**src/rtl/alu_pkg.sv**
```systemverilog
// alu_pkg: opcodes, FSM states and flag-vector indices shared by alu_seq and its bench.
package alu_pkg;
    localparam logic [2:0] OP_ADD = 3'b000;
    localparam logic [2:0] OP_MOV = 3'b001;
    localparam logic [2:0] OP_SUB = 3'b010;
    localparam logic [2:0] OP_SHR = 3'b011;
    localparam logic [2:0] OP_AND = 3'b100;
    localparam logic [2:0] OP_OR  = 3'b101;
    localparam logic [2:0] OP_MUL = 3'b110;
    localparam logic [2:0] OP_SHL = 3'b111;

    typedef enum logic {
        ST_IDLE = 1'b0,
        ST_MUL  = 1'b1
    } state_t;

    localparam int FLG_Z = 0;
    localparam int FLG_N = 1;
    localparam int FLG_C = 2;
    localparam int FLG_O = 3;
    localparam int FLG_W = 4;
endpackage

```
**src/rtl/alu_mul_seq.sv**
```systemverilog
// alu_mul_seq: shift-add multiplier, one partial product per cycle over WIDTH cycles.
// done flags the final step; prod already includes that step so the caller registers it on the same edge.
module alu_mul_seq #(
    parameter int WIDTH = 8
) (
    input  logic               clk,
    input  logic               rst,
    input  logic               start,
    input  logic [WIDTH-1:0]   a,
    input  logic [WIDTH-1:0]   b,
    output logic               done,
    output logic [2*WIDTH-1:0] prod
);
    localparam int CW = $clog2(WIDTH + 1);

    logic [2*WIDTH-1:0] acc_q, acc_d, mcand_q, mcand_d;
    logic [WIDTH-1:0]   mplier_q, mplier_d;
    logic [CW-1:0]      cnt_q, cnt_d;

    assign prod = acc_q + (mplier_q[0] ? mcand_q : '0);
    assign done = (cnt_q == CW'(1));

    always_comb begin
        acc_d    = prod;
        mcand_d  = mcand_q << 1;
        mplier_d = mplier_q >> 1;
        cnt_d    = (cnt_q == '0) ? cnt_q : cnt_q - CW'(1);
        if (start) begin
            acc_d    = '0;
            mcand_d  = {{WIDTH{1'b0}}, a};
            mplier_d = b;
            cnt_d    = CW'(WIDTH);
        end
    end

    always_ff @(posedge clk or posedge rst) begin
        if (rst) begin
            acc_q    <= '0;
            mcand_q  <= '0;
            mplier_q <= '0;
            cnt_q    <= '0;
        end else begin
            acc_q    <= acc_d;
            mcand_q  <= mcand_d;
            mplier_q <= mplier_d;
            cnt_q    <= cnt_d;
        end
    end
endmodule

```
**src/rtl/alu_seq.sv**
```systemverilog
// alu_seq: valid/ready ALU with registered result and flags held in a one-entry output register.
// Define ALU_MUL_EN to build the multi-cycle MUL; without it op 110 completes at once with err set.
module alu_seq
    import alu_pkg::*;
#(
    parameter int WIDTH = 8
) (
    input  logic             clk,
    input  logic             rst,
    input  logic             in_valid,
    output logic             in_ready,
    input  logic [2:0]       op,
    input  logic [WIDTH-1:0] a,
    input  logic [WIDTH-1:0] b,
    output logic             out_valid,
    input  logic             out_ready,
    output logic [WIDTH-1:0] result,
    output logic             z_flag,
    output logic             n_flag,
    output logic             c_flag,
    output logic             o_flag,
    output logic             err
);
`ifdef ALU_MUL_EN
    localparam logic MUL_HW = 1'b1;
`else
    localparam logic MUL_HW = 1'b0;
`endif

    state_t             state_q, state_d;
    logic               out_valid_q, out_valid_d, err_q, err_d;
    logic [WIDTH-1:0]   result_q, result_d;
    logic [FLG_W-1:0]   flags_q, flags_d;
    logic [WIDTH:0]     sum, diff;
    logic [WIDTH-1:0]   alu_res, ld_res;
    logic               alu_c, alu_o, ld, ld_c, ld_o, accept, mul_done;
    logic [2*WIDTH-1:0] mul_prod;

    assign in_ready  = (state_q == ST_IDLE) && (!out_valid_q || out_ready);
    assign accept    = in_valid && in_ready;
    assign out_valid = out_valid_q;
    assign result    = result_q;
    assign err       = err_q;
    assign z_flag    = flags_q[FLG_Z];
    assign n_flag    = flags_q[FLG_N];
    assign c_flag    = flags_q[FLG_C];
    assign o_flag    = flags_q[FLG_O];

`ifdef ALU_MUL_EN
    alu_mul_seq #(.WIDTH(WIDTH)) u_mul (
        .clk  (clk),
        .rst  (rst),
        .start(accept && op == OP_MUL),
        .a    (a),
        .b    (b),
        .done (mul_done),
        .prod (mul_prod)
    );
`else
    assign mul_done = 1'b0;
    assign mul_prod = '0;
`endif

    always_comb begin
        sum     = {1'b0, a} + {1'b0, b};
        diff    = {1'b0, a} + {1'b0, ~b} + (WIDTH+1)'(1);
        alu_res = '0;
        alu_c   = 1'b0;
        alu_o   = 1'b0;
        case (op)
            OP_ADD: begin
                alu_res = sum[WIDTH-1:0];
                alu_c   = sum[WIDTH];
                alu_o   = (a[WIDTH-1] == b[WIDTH-1]) && (sum[WIDTH-1] != a[WIDTH-1]);
            end
            OP_SUB: begin
                alu_res = diff[WIDTH-1:0];
                alu_c   = diff[WIDTH];
                alu_o   = (a[WIDTH-1] != b[WIDTH-1]) && (diff[WIDTH-1] != a[WIDTH-1]);
            end
            OP_MOV: alu_res = a;
            OP_SHR: begin
                alu_res = a >> 1;
                alu_c   = a[0];
            end
            OP_AND: alu_res = a & b;
            OP_OR:  alu_res = a | b;
            OP_SHL: begin
                alu_res = a << 1;
                alu_c   = a[WIDTH-1];
            end
            default: ;
        endcase
    end

    always_comb begin
        state_d     = state_q;
        out_valid_d = out_valid_q && !out_ready;
        result_d    = result_q;
        flags_d     = flags_q;
        err_d       = err_q;
        ld          = accept && !(op == OP_MUL && MUL_HW);
        ld_res      = alu_res;
        ld_c        = alu_c;
        ld_o        = alu_o;
        if (accept && !ld) state_d = ST_MUL;
        if (state_q == ST_MUL && mul_done) begin
            state_d = ST_IDLE;
            ld      = 1'b1;
            ld_res  = mul_prod[WIDTH-1:0];
            ld_c    = |mul_prod[2*WIDTH-1:WIDTH];
            ld_o    = 1'b0;
        end
        if (ld) begin
            out_valid_d    = 1'b1;
            result_d       = ld_res;
            err_d          = !MUL_HW && state_q == ST_IDLE && op == OP_MUL;
            flags_d[FLG_Z] = (ld_res == '0);
            flags_d[FLG_N] = ld_res[WIDTH-1];
            flags_d[FLG_C] = ld_c;
            flags_d[FLG_O] = ld_o;
        end
    end

    always_ff @(posedge clk or posedge rst) begin
        if (rst) begin
            state_q     <= ST_IDLE;
            out_valid_q <= 1'b0;
            result_q    <= '0;
            flags_q     <= '0;
            err_q       <= 1'b0;
        end else begin
            state_q     <= state_d;
            out_valid_q <= out_valid_d;
            result_q    <= result_d;
            flags_q     <= flags_d;
            err_q       <= err_d;
        end
    end
endmodule

```
**config.mk**
```make
export PLATFORM = sky130hd
export DESIGN_NAME = alu_seq
export DESIGN_NICKNAME = d
export VERILOG_FILES = /design/src/rtl/alu_pkg.sv /design/src/rtl/alu_mul_seq.sv /design/src/rtl/alu_seq.sv
export SDC_FILE = /design/constraint.sdc
export NUM_CORES = 1
export LEC_CHECK = 0
export ABC_AREA = 1
export CAP_MARGIN = 20
export CORE_MARGIN = 4
export CORE_UTILIZATION = 38
export DETAILED_ROUTE_END_ITERATION = 8
export MAX_ROUTING_LAYER = met4
export PLACE_DENSITY = 0.66
export SLEW_MARGIN = 30
export SYNTH_ARGS = -nofsm -noshare
export SYNTH_HDL_FRONTEND = slang
export SYNTH_HIERARCHICAL = 1
export SYNTH_SLANG_ARGS = --single-unit
```
**constraint.sdc**
```tcl
create_clock -name clk -period 1.3 [get_ports clk]
set_input_delay 0.26 -clock clk [delete_from_list [all_inputs] [get_ports clk]]
set_output_delay 0.26 -clock clk [all_outputs]
set_load 0.01 [all_outputs]
```
==> qor.csv <==
metric,value,unit
outcome,finished with violations,
failing checks,negative setup slack,
Max Cap Viol,0,
gr usage total,19.8,%
vias in the first global route,2206,
Clock Tree Root,clkbuf_8,
fin. max-slew vios,0,
worst skew pair latency,0.23,ns
clk_skew,0.00368,ns
maximum VDD drop,0.397,mV
Fin. Hold Viols,0,
largest net degree at the start of global routing,14,
# DRC,0,
chip height,79,um
area occupied by multi-input gates,1710,sq um
Synth Area per Inst,6.18,sq um
Non-Filler Instances,480,
wl on met1,2860,um
synth-to-layout area growth,71.3,%
placed insts,468,
CTS tree,yes,
final RePlAce weighted congestion,0.887,
Final Cycle Share,127,%
Post-Place Setup Slack,-1.12,ns
first-pass iteration count of the detailed router,4,
yosys warns,6,
Antenna diodes,0,
layout cells sized above 1,43.1,%
#FFs+latches synth,13,
post-layout util,68.1,%
final worst path period need,1.66,ns
RSZ-0062 raised after global routing,yes,
I/O pin count,38,
Synth Instances,310,
Setup CP Type,in -> reg,
Num CTS Buffers,3,
Routed met2 length,2750,um
die width,79,um
Final setup viols,11,
Post-DP HPWL,4760,um
Initial DRC Count,152,
WHS,0.335,ns
CP endpoint kind,register,
post-layout power,2.00,mW
crit path DAT,1.83,ns
Syn Nets,360,
total wire length,5960,um
Min-Delay Path Class,in -> async,
first-pass GRT wire length,9950,um
global route overflow,0,
CTS clock-pin slew for the worst setup and hold paths,0.05,ns
vias,2297,
Sum Neg Setup Slack,-2.30,ns
CTS Buffer Depth,2,
row count,25,
register area share after synthesis,17.0,%
Fillers,443,
initial cell density of the core,39.8,%
Core Footprint,4820,sq um
WP data required,1.47,ns
Worst Tran Pin Value,0.465,ns
Worst Slack Setup Final,-0.356,ns
H-tree Lvls,1,
wire per inst,12.4,um
Via density,4.79,
Synth Cell Area,1920,sq um
CP Launch Type,input port,
Die ar.,6240,sq um
FF/Latch Area,325,sq um
dpl cell area,2930,sq um
hold buffer count at cts,0,
nets,464,
Max Clk Rate,604,MHz
post-route ant nets,0,
initial antenna violation count,0,
pwr dens,609,nW/um^2
leakage power,1.68,nW
met3 WL,281,um
critical path peak fanout,2,
CTS sink count,13,
Top Layer Used,met4,
post-route design area,3280,sq um
port buffer count,37,
Netlist cell types,30,
slew margin rel.,69.0,%
-- kinds of logic after synthesis --
group | Yosys count | share of synthesized area [%]
compound gates | 33 | 10.1
fa+ha+maj | 27 | 18.4
buf+inv | 58 | 13.4
flops | 13 | 17.0
simple gates | 179 | 41.1
-- worst max-delay path, cell delays in order --
cell     delay [ns]
buf_8          0.10
buf_6          0.13
inv_12         0.05
ha_4           0.12
inv_2          0.03
fa_2           0.35
inv_2          0.05
nand2_1        0.04
nand2_1        0.06
o21ai_1        0.06
nor2_1         0.12
nand3_1        0.12
nor2_2         0.11
nand2_1        0.06
nor2_1         0.08
nand2_1        0.05
nand2_1        0.05
-- worst paths after layout --
kind,from,to,slack (ns),cells past startpoint
max,a[0],flags_q[0],-0.36,17
min,rst,result[3],0.33,2
max reg2reg,out_valid,flags_q[0],0.09,10
min reg2reg,result[5],result[5],0.46,2
max in group asynchronous,rst,flags_q[2],0.65,2
min in group clk,result[5],result[5],0.46,2
-- cell type report --
| cell class | instances | area share [%] |
|---|---|---|
| inverter | 46 | 5.76 |
| multi-input combinational | 239 | 52.2 |
| clock buffer | 4 | 1.37 |
| sequential | 13 | 9.91 |
| timing repair buffer | 111 | 28.2 |
| tap | 67 | 2.55 |
-- Yosys cell counts --
cell type | instances | area, sq um
a21oi_1 | 10 | 50.1
a21oi_2 | 1 | 8.76
a31oi_1 | 1 | 6.26
and2_1 | 1 | 6.26
buf_2 | 4 | 20.0
buf_4 | 3 | 22.5
buf_6 | 3 | 33.8
clkbuf_1 | 2 | 7.51
dfrtp_1 | 13 | 325
fa_1 | 2 | 40.0
ha_1 | 25 | 313
inv_1 | 41 | 154
inv_2 | 5 | 18.8
nand2_1 | 92 | 345
nand3_1 | 41 | 205
nand3_2 | 2 | 20.0
nand3b_1 | 1 | 7.51
nand4_1 | 9 | 56.3
nor2_1 | 27 | 101
nor2_2 | 3 | 18.8
nor2_4 | 1 | 11.3
nor3_1 | 1 | 5.00
nor3_2 | 1 | 10.0
o211ai_1 | 3 | 22.5
o21a_1 | 1 | 7.51
o21ai_0 | 6 | 30.0
o21ai_1 | 4 | 20.0
o21bai_1 | 2 | 15.0
o22ai_1 | 4 | 25.0
o41ai_1 | 1 | 8.76
-- flip-flops by register name, summed over array words and instances (netlist names) --
signal and cells:
err 1, out_valid 1, result 7, flags_q 4
-- routing by layer --
| metal | vias to the layer above | global-route usage, % |
|---|---|---|
| met5 | - | - |
| met1 | 1018 | 26.1 |
| li1 | 1208 | - |
| met4 | 0 | 4.64 |
| met2 | 61 | 33.5 |
| met3 | 10 | 1.25 |
-- cell usage in the layout (no fill, tap or decap), drive strengths merged --
| cell type | count |
|---|---|
| inv | 45 |
| nand3 | 43 |
| clkdlybuf4s50 | 5 |
| nand3b | 1 |
| buf | 78 |
| ha | 25 |
| a21oi | 11 |
| dlygate4sd2 | 22 |
| fa | 2 |
| clkdlybuf4s15 | 5 |
| and2 | 1 |
| dfrtp | 13 |
| a31oi | 1 |
| nor3 | 2 |
| o211ai | 3 |
| nand4 | 9 |
| clkinvlp | 1 |
| clkbuf | 5 |
| o21bai | 2 |
| o22ai | 4 |
| o41ai | 1 |
| nand2 | 92 |
| nor2 | 31 |
| o21a | 1 |
| o21ai | 10 |
-- timing repair --
action                                  in CTS  in global routing
setup buffers                                6                  3
pin swaps                                   44                 18
endpoints found under the setup margin      27                 12
resized for setup                          109                 20
-- report_power, final --
group	leakage (nW)	total (mW)	switching [mW]	internal (mW)
sequential	0.164	0.488	0.0262	0.462
combinational	1.49	1.17	0.609	0.562
clock	0.0228	0.339	0.124	0.215
total	1.68	2.00	0.759	1.24
No activity file was read; power rests on OpenSTA's default activity.
